<file path="config.mk">
export PLATFORM = sky130hd
export DESIGN_NAME = flit_packetizer
export DESIGN_NICKNAME = d
export VERILOG_FILES = /design/src/rtl/noc_pkg.sv /design/src/rtl/flit_out_stage.sv /design/src/rtl/flit_packetizer.sv
export SDC_FILE = /design/constraint.sdc
export NUM_CORES = 1
export LEC_CHECK = 0
export CAP_MARGIN = 20
export CORE_MARGIN = 2
export CORE_UTILIZATION = 38
export CTS_BUF_LIST = sky130_fd_sc_hd__clkbuf_8 sky130_fd_sc_hd__clkbuf_16
export CTS_CLUSTER_SIZE = 12
export DETAILED_ROUTE_END_ITERATION = 10
export GPL_TIMING_DRIVEN = 0
export PLACE_DENSITY = 0.75
export SYNTH_ARGS = -nofsm -noshare
export SYNTH_HDL_FRONTEND = slang
export SYNTH_SLANG_ARGS = --single-unit
export TNS_END_PERCENT = 20
</file>
<file path="constraint.sdc">
create_clock -name clk -period 1.6 [get_ports clk]
set_input_delay 0.16 -clock clk [delete_from_list [all_inputs] [get_ports clk]]
set_output_delay 0.16 -clock clk [all_outputs]
set_load 0.01 [all_outputs]
</file>
<file path="src/rtl/noc_pkg.sv">
// noc_pkg: shared types and head-flit field layout for the injection-side blocks
// Contents: tx_state_t (IDLE/BODY) and the bit positions of the head-flit fields.
package noc_pkg;

    typedef enum logic [0:0] {
        IDLE = 1'b0,
        BODY = 1'b1
    } tx_state_t;

    // Head flit layout: length in the low ADD_WIDTH bits, 8-bit address just above it.
    localparam int ADDR_WIDTH    = 8;
    localparam int HEAD_LEN_LSB  = 0;
    localparam int DEF_ADD_WIDTH = 8;
    localparam int HEAD_ADDR_LSB = DEF_ADD_WIDTH;

    function automatic int head_addr_lsb(input int add_width);
        return HEAD_LEN_LSB + add_width;
    endfunction

endpackage

</file>
<file path="src/rtl/flit_out_stage.sv">
// flit_out_stage: single-entry registered output slot for a flit link
// Ports: load/load_flit/load_head/load_tail write the slot (only when free);
//        link_ready is downstream acceptance; free = slot empty or draining;
//        valid/flit/head/tail are the registered link outputs.
module flit_out_stage #(
    parameter int WIDTH = 32
) (
    input  logic             clk,
    input  logic             reset,
    input  logic             load,
    input  logic [WIDTH-1:0] load_flit,
    input  logic             load_head,
    input  logic             load_tail,
    input  logic             link_ready,
    output logic             free,
    output logic             valid,
    output logic [WIDTH-1:0] flit,
    output logic             head,
    output logic             tail
);

    assign free = !valid || link_ready;

    // Contents are only rewritten on load, so a stalled flit stays stable.
    always_ff @(posedge clk or posedge reset) begin
        if (reset) begin
            valid <= 1'b0;
            flit  <= '0;
            head  <= 1'b0;
            tail  <= 1'b0;
        end else if (load) begin
            valid <= 1'b1;
            flit  <= load_flit;
            head  <= load_head;
            tail  <= load_tail;
        end else if (link_ready) begin
            valid <= 1'b0;
        end
    end

endmodule

</file>
<file path="src/rtl/flit_packetizer.sv">
// flit_packetizer: turns a packet request plus payload words into head/body/tail flits
// Ports: pkt_* request handshake (address, body-flit count N); data_* payload handshake;
//        flit_* registered link outputs with link_ready_i back-pressure; busy_o while a
//        packet is in progress or a flit is still on the link.
module flit_packetizer
    import noc_pkg::*;
#(
    parameter int ADD_WIDTH  = 8,
    parameter int DATA_WIDTH = 32
) (
    input  logic                  clk,
    input  logic                  reset,
    input  logic                  pkt_valid_i,
    input  logic [ADDR_WIDTH-1:0] pkt_address_i,
    input  logic [ADD_WIDTH-1:0]  pkt_length_i,
    output logic                  pkt_ready_o,
    input  logic                  data_valid_i,
    input  logic [DATA_WIDTH-1:0] data_i,
    output logic                  data_ready_o,
    output logic                  flit_valid_o,
    output logic [DATA_WIDTH-1:0] flit_o,
    output logic                  flit_head_o,
    output logic                  flit_tail_o,
    input  logic                  link_ready_i,
    output logic                  busy_o
);

    localparam int ADDR_LSB = head_addr_lsb(ADD_WIDTH);

    tx_state_t             state_q;
    logic [ADD_WIDTH-1:0]  remaining_q;
    logic                  free;
    logic                  pkt_fire;
    logic                  data_fire;
    logic                  load;
    logic                  load_tail;
    logic [DATA_WIDTH-1:0] head_flit;
    logic [DATA_WIDTH-1:0] load_flit;

    assign pkt_ready_o  = (state_q == IDLE) && free;
    assign data_ready_o = (state_q == BODY) && free;
    assign pkt_fire     = pkt_valid_i && pkt_ready_o;
    assign data_fire    = data_valid_i && data_ready_o;
    assign load         = pkt_fire || data_fire;
    assign busy_o       = (state_q == BODY) || flit_valid_o;

    always_comb begin
        head_flit = '0;
        head_flit[HEAD_LEN_LSB +: ADD_WIDTH] = pkt_length_i;
        head_flit[ADDR_LSB +: ADDR_WIDTH]    = pkt_address_i;
    end

    // A zero-length request is a single flit that is both head and tail.
    assign load_flit = pkt_fire ? head_flit : data_i;
    assign load_tail = pkt_fire ? (pkt_length_i == '0) : (remaining_q == ADD_WIDTH'(1));

    always_ff @(posedge clk or posedge reset) begin
        if (reset) begin
            state_q     <= IDLE;
            remaining_q <= '0;
        end else if (pkt_fire) begin
            state_q     <= (pkt_length_i == '0) ? IDLE : BODY;
            remaining_q <= pkt_length_i;
        end else if (data_fire) begin
            state_q     <= (remaining_q == ADD_WIDTH'(1)) ? IDLE : BODY;
            remaining_q <= remaining_q - ADD_WIDTH'(1);
        end
    end

    flit_out_stage #(
        .WIDTH(DATA_WIDTH)
    ) u_out (
        .clk       (clk),
        .reset     (reset),
        .load      (load),
        .load_flit (load_flit),
        .load_head (pkt_fire),
        .load_tail (load_tail),
        .link_ready(link_ready_i),
        .free      (free),
        .valid     (flit_valid_o),
        .flit      (flit_o),
        .head      (flit_head_o),
        .tail      (flit_tail_o)
    );

endmodule

</file>
==> results of run 1 <==
-- cells by family after synthesis --
family / synth area share
buffers and inverters: 0.0462
flip-flops: 0.564
adder cells (fa/ha/maj): 0.0128
XOR/XNOR: 0.00449
AO/OA/AOI/OAI: 0.179
multiplexers: 0.00513
AND/OR/NAND/NOR: 0.188
-- cell usage after synthesis --
cell type  number  area (µm²)
a21o_1          1        7.51
a21oi_1         3        15.0
a221o_1         2        20.0
a22o_1         16         140
a22oi_1         3        22.5
a31o_2          1        8.76
a31oi_1         8        50.1
a32o_1          1        10.0
and2_1          4        25.0
and3_1          1        6.26
buf_2           6        30.0
buf_4           2        15.0
buf_6           2        22.5
clkbuf_1        3        11.3
dfrtp_1        44        1100
ha_1            2        25.0
inv_1           3        11.3
mux2i_1         1        10.0
nand2_1        38         143
nand2b_1        2        12.5
nand3_1         6        30.0
nand4_1         1        6.26
nand4_4         1        21.3
nand4b_1        1        8.76
nor2_1         13        48.8
nor2b_1         3        18.8
nor3b_1         1        7.51
nor4_1          3        18.8
o211ai_1        2        15.0
o21ai_0         2        10.0
o21ai_2         1        8.76
o21bai_1        1        7.51
o311ai_0        2        17.5
o311ai_1        1        8.76
o31ai_1         1        7.51
or2_2           2        12.5
or4_1           1        7.51
xor2_1          1        8.76
-- timing repair --
| item | 4_1_cts | 5_1_grt |
|---|---|---|
| pin swaps | 0 | 0 |
| resized for setup | 8 | 14 |
| endpoints found under the setup margin | 19 | 33 |
-- state kept, by name (all words and copies together) (netlist names) --
signal       cells
state_q          1
u_out.tail       1
u_out.head       1
remaining_q      8
u_out.valid      1
u_out.flit      32
-- layer usage --
metal	up-vias	global-route usage	part of all wire
met5	-	0	0
met4	0	0.0448	0.0040
met3	4	0.0595	0.070
met2	67	0.297	0.48
met1	864	0.261	0.44
li1	855	-	-
-- power breakdown --
group / leakage, nW / internal (mW) / switching [mW]
clock network: 0.0645 / 0.551 / 0.357
logic: 0.750 / 1.30 / 0.953
registers: 0.538 / 1.60 / 0.332
-- worst min path at each step --
| stage | startpoint | to | slack (ns) | cells past startpoint |
|---|---|---|---|---|
| floorplan | pkt_length_i[4] | u_out.flit[4] | 0.29 | 2 |
| global placement | u_out.flit[0] | u_out.flit[0] | 0.45 | 2 |
| detailed placement | u_out.flit[0] | u_out.flit[0] | 0.46 | 2 |
| CTS | reset | u_out.flit[0] | 0.15 | 2 |
| global route | reset | u_out.flit[0] | 0.18 | 2 |
| finish | reset | u_out.flit[0] | 0.15 | 2 |
-- per-stage QoR --
stage / total power [mW] / TNS [ns] / std cells / setup slack (ns) / hold slack [ns]
after floorplan: 2.96 / 0 / 186 / 0.114 / 0.289
after global placement: 4.10 / -30.58 / 346 / -0.532 / 0.450
after detailed placement: 4.15 / -7.86 / 347 / -0.312 / 0.456
after CTS: 5.10 / 0 / 354 / 0.00817 / 0.150
after global routing: 5.47 / -0.00944 / 354 / -0.00690 / 0.178
final: 5.10 / 0 / 354 / 0.0329 / 0.149
-- cell type report --
cell class,count,area share
Sequential cell,44,0.353
Timing Repair Buffer,91,0.292
Multi-Input combinational cell,126,0.255
Clock buffer,7,0.0308
Buffer,12,0.0288
Tap cell,70,0.0280
Clock inverter,1,0.00960
Inverter,3,0.00360
==> summary.txt, run 1 <==
Worst setup path
  • Worst path arrival time: 1.75 ns
  • Crit path launch: state_q
  • R2R Path Start: state_q
  • R2r setup slk: 0.03 ns
  • CP max stage delay: 0.44 ns
  • Sequence of cells on the critical path: and2_4 > buf_6 > and2_4 > buf_6 > a32o_1 > a31o_2
  • Critical Path Stages: 6
  • Setup crit end: remaining_q[6]
  • Buf/Inv on CP: 2
  • Crit Path Category: flop to flop
  • Critical path endpoint category: flop
  • Crit-path max FO: 9
  • Top delay family on crit path: compound AO/OA/AOI/OAI gates
  • Worst reg2reg path endpoint: remaining_q[6]
  • Worst Reg-to-Reg Cells: 6
  • Worst Setup Start Kind: flop
  • Critical path required time: 1.78 ns
  • CP max-delay cell: dfrtp_2

Logic synthesis
  • Syn Nets: 241
  • Syn avg cell area: 10.5 µm²
  • Sequential area share after synthesis: 0.564
  • Syn Std Cell Area: 1950 µm²
  • FF+latch count, synth: 44
  • Cells after Synth: 186
  • Ys Warns: 0
  • Synth unique cells: 38

Global route
  • Initial antenna violation count: 0
  • Gr ovfl total: 0
  • Vias in the first global route: 1741
  • Largest net degree at the start of global routing: 31
  • First-pass GRT wire length: 8230 µm
  • Total track usage: 0.190

CTS
  • Num CTS Buffers: 5
  • Sink Count: 44
  • Hold Buf Count CTS: 0
  • CTS clock-pin slew for the worst setup and hold paths: 0.08 ns
  • CTS tree: yes
  • Post-CTS setup buffer count: 0
  • H-tree Lvls: 2
  • CTS root buffer: clkbuf_8
  • Worst skew pair latency: 0.29 ns
  • Max clock buf depth: 2

Final layout
  • Post-layout util: 0.620
  • Commonest non-fill, non-tap cell in the layout: clkdlybuf4s50_1
  • Fillcell total: 431
  • Final #Nets: 338
  • Share of layout cells above drive strength 1: 0.120
  • Area growth, synth to finish: 60.3%
  • Post-route cell area: 3130 µm²
  • Area of the multi-input gates: 796 µm²
  • Antenna fix cells: 0
  • Sequential Area: 1100 µm²
  • Most frequent cells in the layout: clkdlybuf4s50_1, dfrtp_1, nand2_1, a22o_1, nor2_1

Detailed routing
  • WL/cell: 14.7 µm
  • Vias/cell: 5.06
  • Post-DRT Antenna Nets: 0
  • Drt pass-1 iters: 4
  • Final wirelength: 5210 µm
  • Vias: 1790
  • Post-route DRC: 0
  • Initial DRC count: 91

Placement
  • Placed cell area: 2960 µm²
  • Hpwl dp: 3820 µm
  • Gpl congestion: 0.797
  • Buffers on Ports: 90

Outcome
  • Outcome: finished, final reports clean

Die
  • Die ar.: 5720 µm²
  • IO Count: 91
  • Core area: 5040 µm²
  • Cell Rows: 26
  • Starting Density: 0.387
  • Die W: 75.6 µm
  • Die Y-Extent: 75.6 µm

Hold path
  • Worst Hold Class: input pin to async pin

Timing
  • Worst-Margin Slew: 0.444 ns
  • Highest Clock Rate: 638 MHz
  • Post-layout min period: 1.57 ns
  • RSZ-0062 raised after global routing: yes
  • Final hold vios: 0
  • Worst-case clock skew: 0.00617 ns
  • Relative slew slack: 0.704
  • Setup Viol. Count Final: 0
  • Final Cycle Share: 0.979
  • Slew Viols, Final: 0

Run
  • Max Cap Viol: 0

Pwr
  • Worst VDD drop: 0.000881 V
  • PwrDens: 1630 nW/µm²
  • P_leak: 1.35 nW
Power figures use the tool's default switching activity.
==> inputs of run 2 (changes only) <==
DONT_BUFFER_PORTS = 1   (was default)
PLACE_DENSITY = default   (was 0.75)
==> summary.txt, run 2 (synthesized netlist as in run 1, its figures left out) <==
Outcome
  • Outcome: finished, final reports clean

Final layout
  • Final #Nets: 280
  • Max FFs per register: 32
  • Most frequent cells in the layout: dfrtp_1, nand2_1, dlygate4sd3_1, a22o_1, nor2_1
  • Sequential Area: 1100 µm²
  • Fillcell total: 473
  • Post-route cell area: 2510 µm²
  • Area growth, synth to finish: 28.9%
  • Commonest non-fill, non-tap cell in the layout: dfrtp_1
  • Antenna fix cells: 0
  • Largest regs: u_out.flit x32, remaining_q x8
  • Largest register by flop count: u_out.flit
  • Area of the multi-input gates: 793 µm²
  • Share of layout cells above drive strength 1: 0.155
  • Post-layout util: 0.499

Pwr
  • Worst VDD drop: 0.000782 V
  • P_leak: 1.11 nW
  • Pwr Total: 4.09 mW
  • PwrDens: 1630 nW/µm²

CTS
  • Sink Count: 44
  • CTS clock-pin slew for the worst setup and hold paths: 0.09 ns
  • CTS tree: yes
  • Worst skew pair latency: 0.30 ns
  • H-tree Lvls: 2
  • Num CTS Buffers: 5
  • CTS root buffer: clkbuf_8
  • Max clock buf depth: 2

Detailed routing
  • Initial DRC count: 68
  • Post-DRT Antenna Nets: 0
  • Final wirelength: 4940 µm
  • WL/cell: 16.7 µm
  • Post-route DRC: 0
  • Vias/cell: 5.28
  • Vias: 1564
  • Drt pass-1 iters: 4

Global route
  • Largest net degree at the start of global routing: 31
  • Most Crowded Layer GR: met2
  • Initial antenna violation count: 0
  • Vias in the first global route: 1506
  • Total track usage: 0.175
  • Grt met3 use: 0.0714
  • GR Util met2: 0.263
  • Met1 Resource Use GR: 0.244
  • Gr ovfl total: 0
  • First-pass GRT wire length: 7340 µm

Worst setup path
  • CP max stage delay: 0.45 ns
  • Worst path arrival time: 1.76 ns
  • Worst Setup Start Kind: flop
  • CP max-delay cell: dfrtp_2
  • Critical path endpoint category: flop
  • Critical path required time: 1.79 ns
  • CP dominant cell by count: buf_6
  • Crit-path max FO: 9
  • Sequence of cells on the critical path: and2_4 > buf_6 > and2_1 > buf_6 > a32o_1 > a31o_2
  • Buf/Inv on CP: 2
  • Crit Path Category: flop to flop
  • Top delay family on crit path: flip-flops

Die
  • Die W: 75.6 µm
  • Die ar.: 5720 µm²
  • Core area: 5040 µm²
  • Starting Density: 0.387
  • Die Y-Extent: 75.6 µm
  • Cell Rows: 26
  • IO Count: 91

Timing
  • Worst-case clock skew: 0.00674 ns
  • Relative slew slack: 0.762
  • RSZ-0062 raised after global routing: yes
  • Final Cycle Share: 0.978
  • Highest Clock Rate: 639 MHz
  • Post-layout min period: 1.56 ns
  • Worst-Margin Slew: 0.354 ns
  • Final hold vios: 0
  • Slew Viols, Final: 0
  • WHS: 0.00507 ns
  • Setup Viol. Count Final: 0

Run
  • Max Cap Viol: 0

Placement
  • Hpwl dp: 3330 µm
  • Buffers on Ports: 0
  • Placed cell area: 2060 µm²
  • Gpl congestion: 0.785

Hold path
  • Worst Hold Class: input pin to flop
==> run 2: layer usage <==
layer | share of wire | wire [µm]
met1 | 0.45 | 2210
met2 | 0.47 | 2300
met3 | 0.083 | 409
met4 | 0.0038 | 19
met5 | 0 | 0
==> run 2: path summary, 6_finish.rpt <==
path	from	end	slack, ns	depth (start not counted)
worst max-delay path	state_q	remaining_q[6]	0.04	6
worst min-delay path	data_i[4]	u_out.flit[4]	0.005	2
worst max register to register	state_q	remaining_q[6]	0.04	6
worst min register to register	u_out.flit[2]	u_out.flit[2]	0.54	2
max in group asynchronous	reset	state_q	0.85	3
min in group asynchronous	reset	u_out.valid	0.27	2
==> run 2: what timing repair did <==
action / in CTS / in global routing
hold buffers: 27 / 3
buffers inserted: 0 / 2
endpoints found under the hold margin: 39 / 3
gates resized for setup: 4 / 14
setup endpoints to repair: 17 / 42
==> run 2: power breakdown <==
group / switching, mW / internal [mW]
logic: 0.599 / 0.603
registers: 0.586 / 1.60
clock network: 0.395 / 0.309
==> run 2: area by class of cell <==
class / count / area share
Timing Repair Buffer: 33 / 0.133
Buffer: 12 / 0.0363
Tap cell: 70 / 0.0348
Clock buffer: 5 / 0.0274
Inverter: 3 / 0.00448
Sequential cell: 44 / 0.439
Multi-Input combinational cell: 126 / 0.316
Clock inverter: 3 / 0.00946
==> run 2: per-stage QoR <==
step	TNS [ns]	setup WS (ns)	std cells
final	0	0.0352	296
after global placement	-6.29	-0.148	256
after CTS	0	0.000915	291
after detailed placement	-1.43	-0.180	257
after floorplan	0	0.114	186
after global routing	-0.0389	-0.0188	296
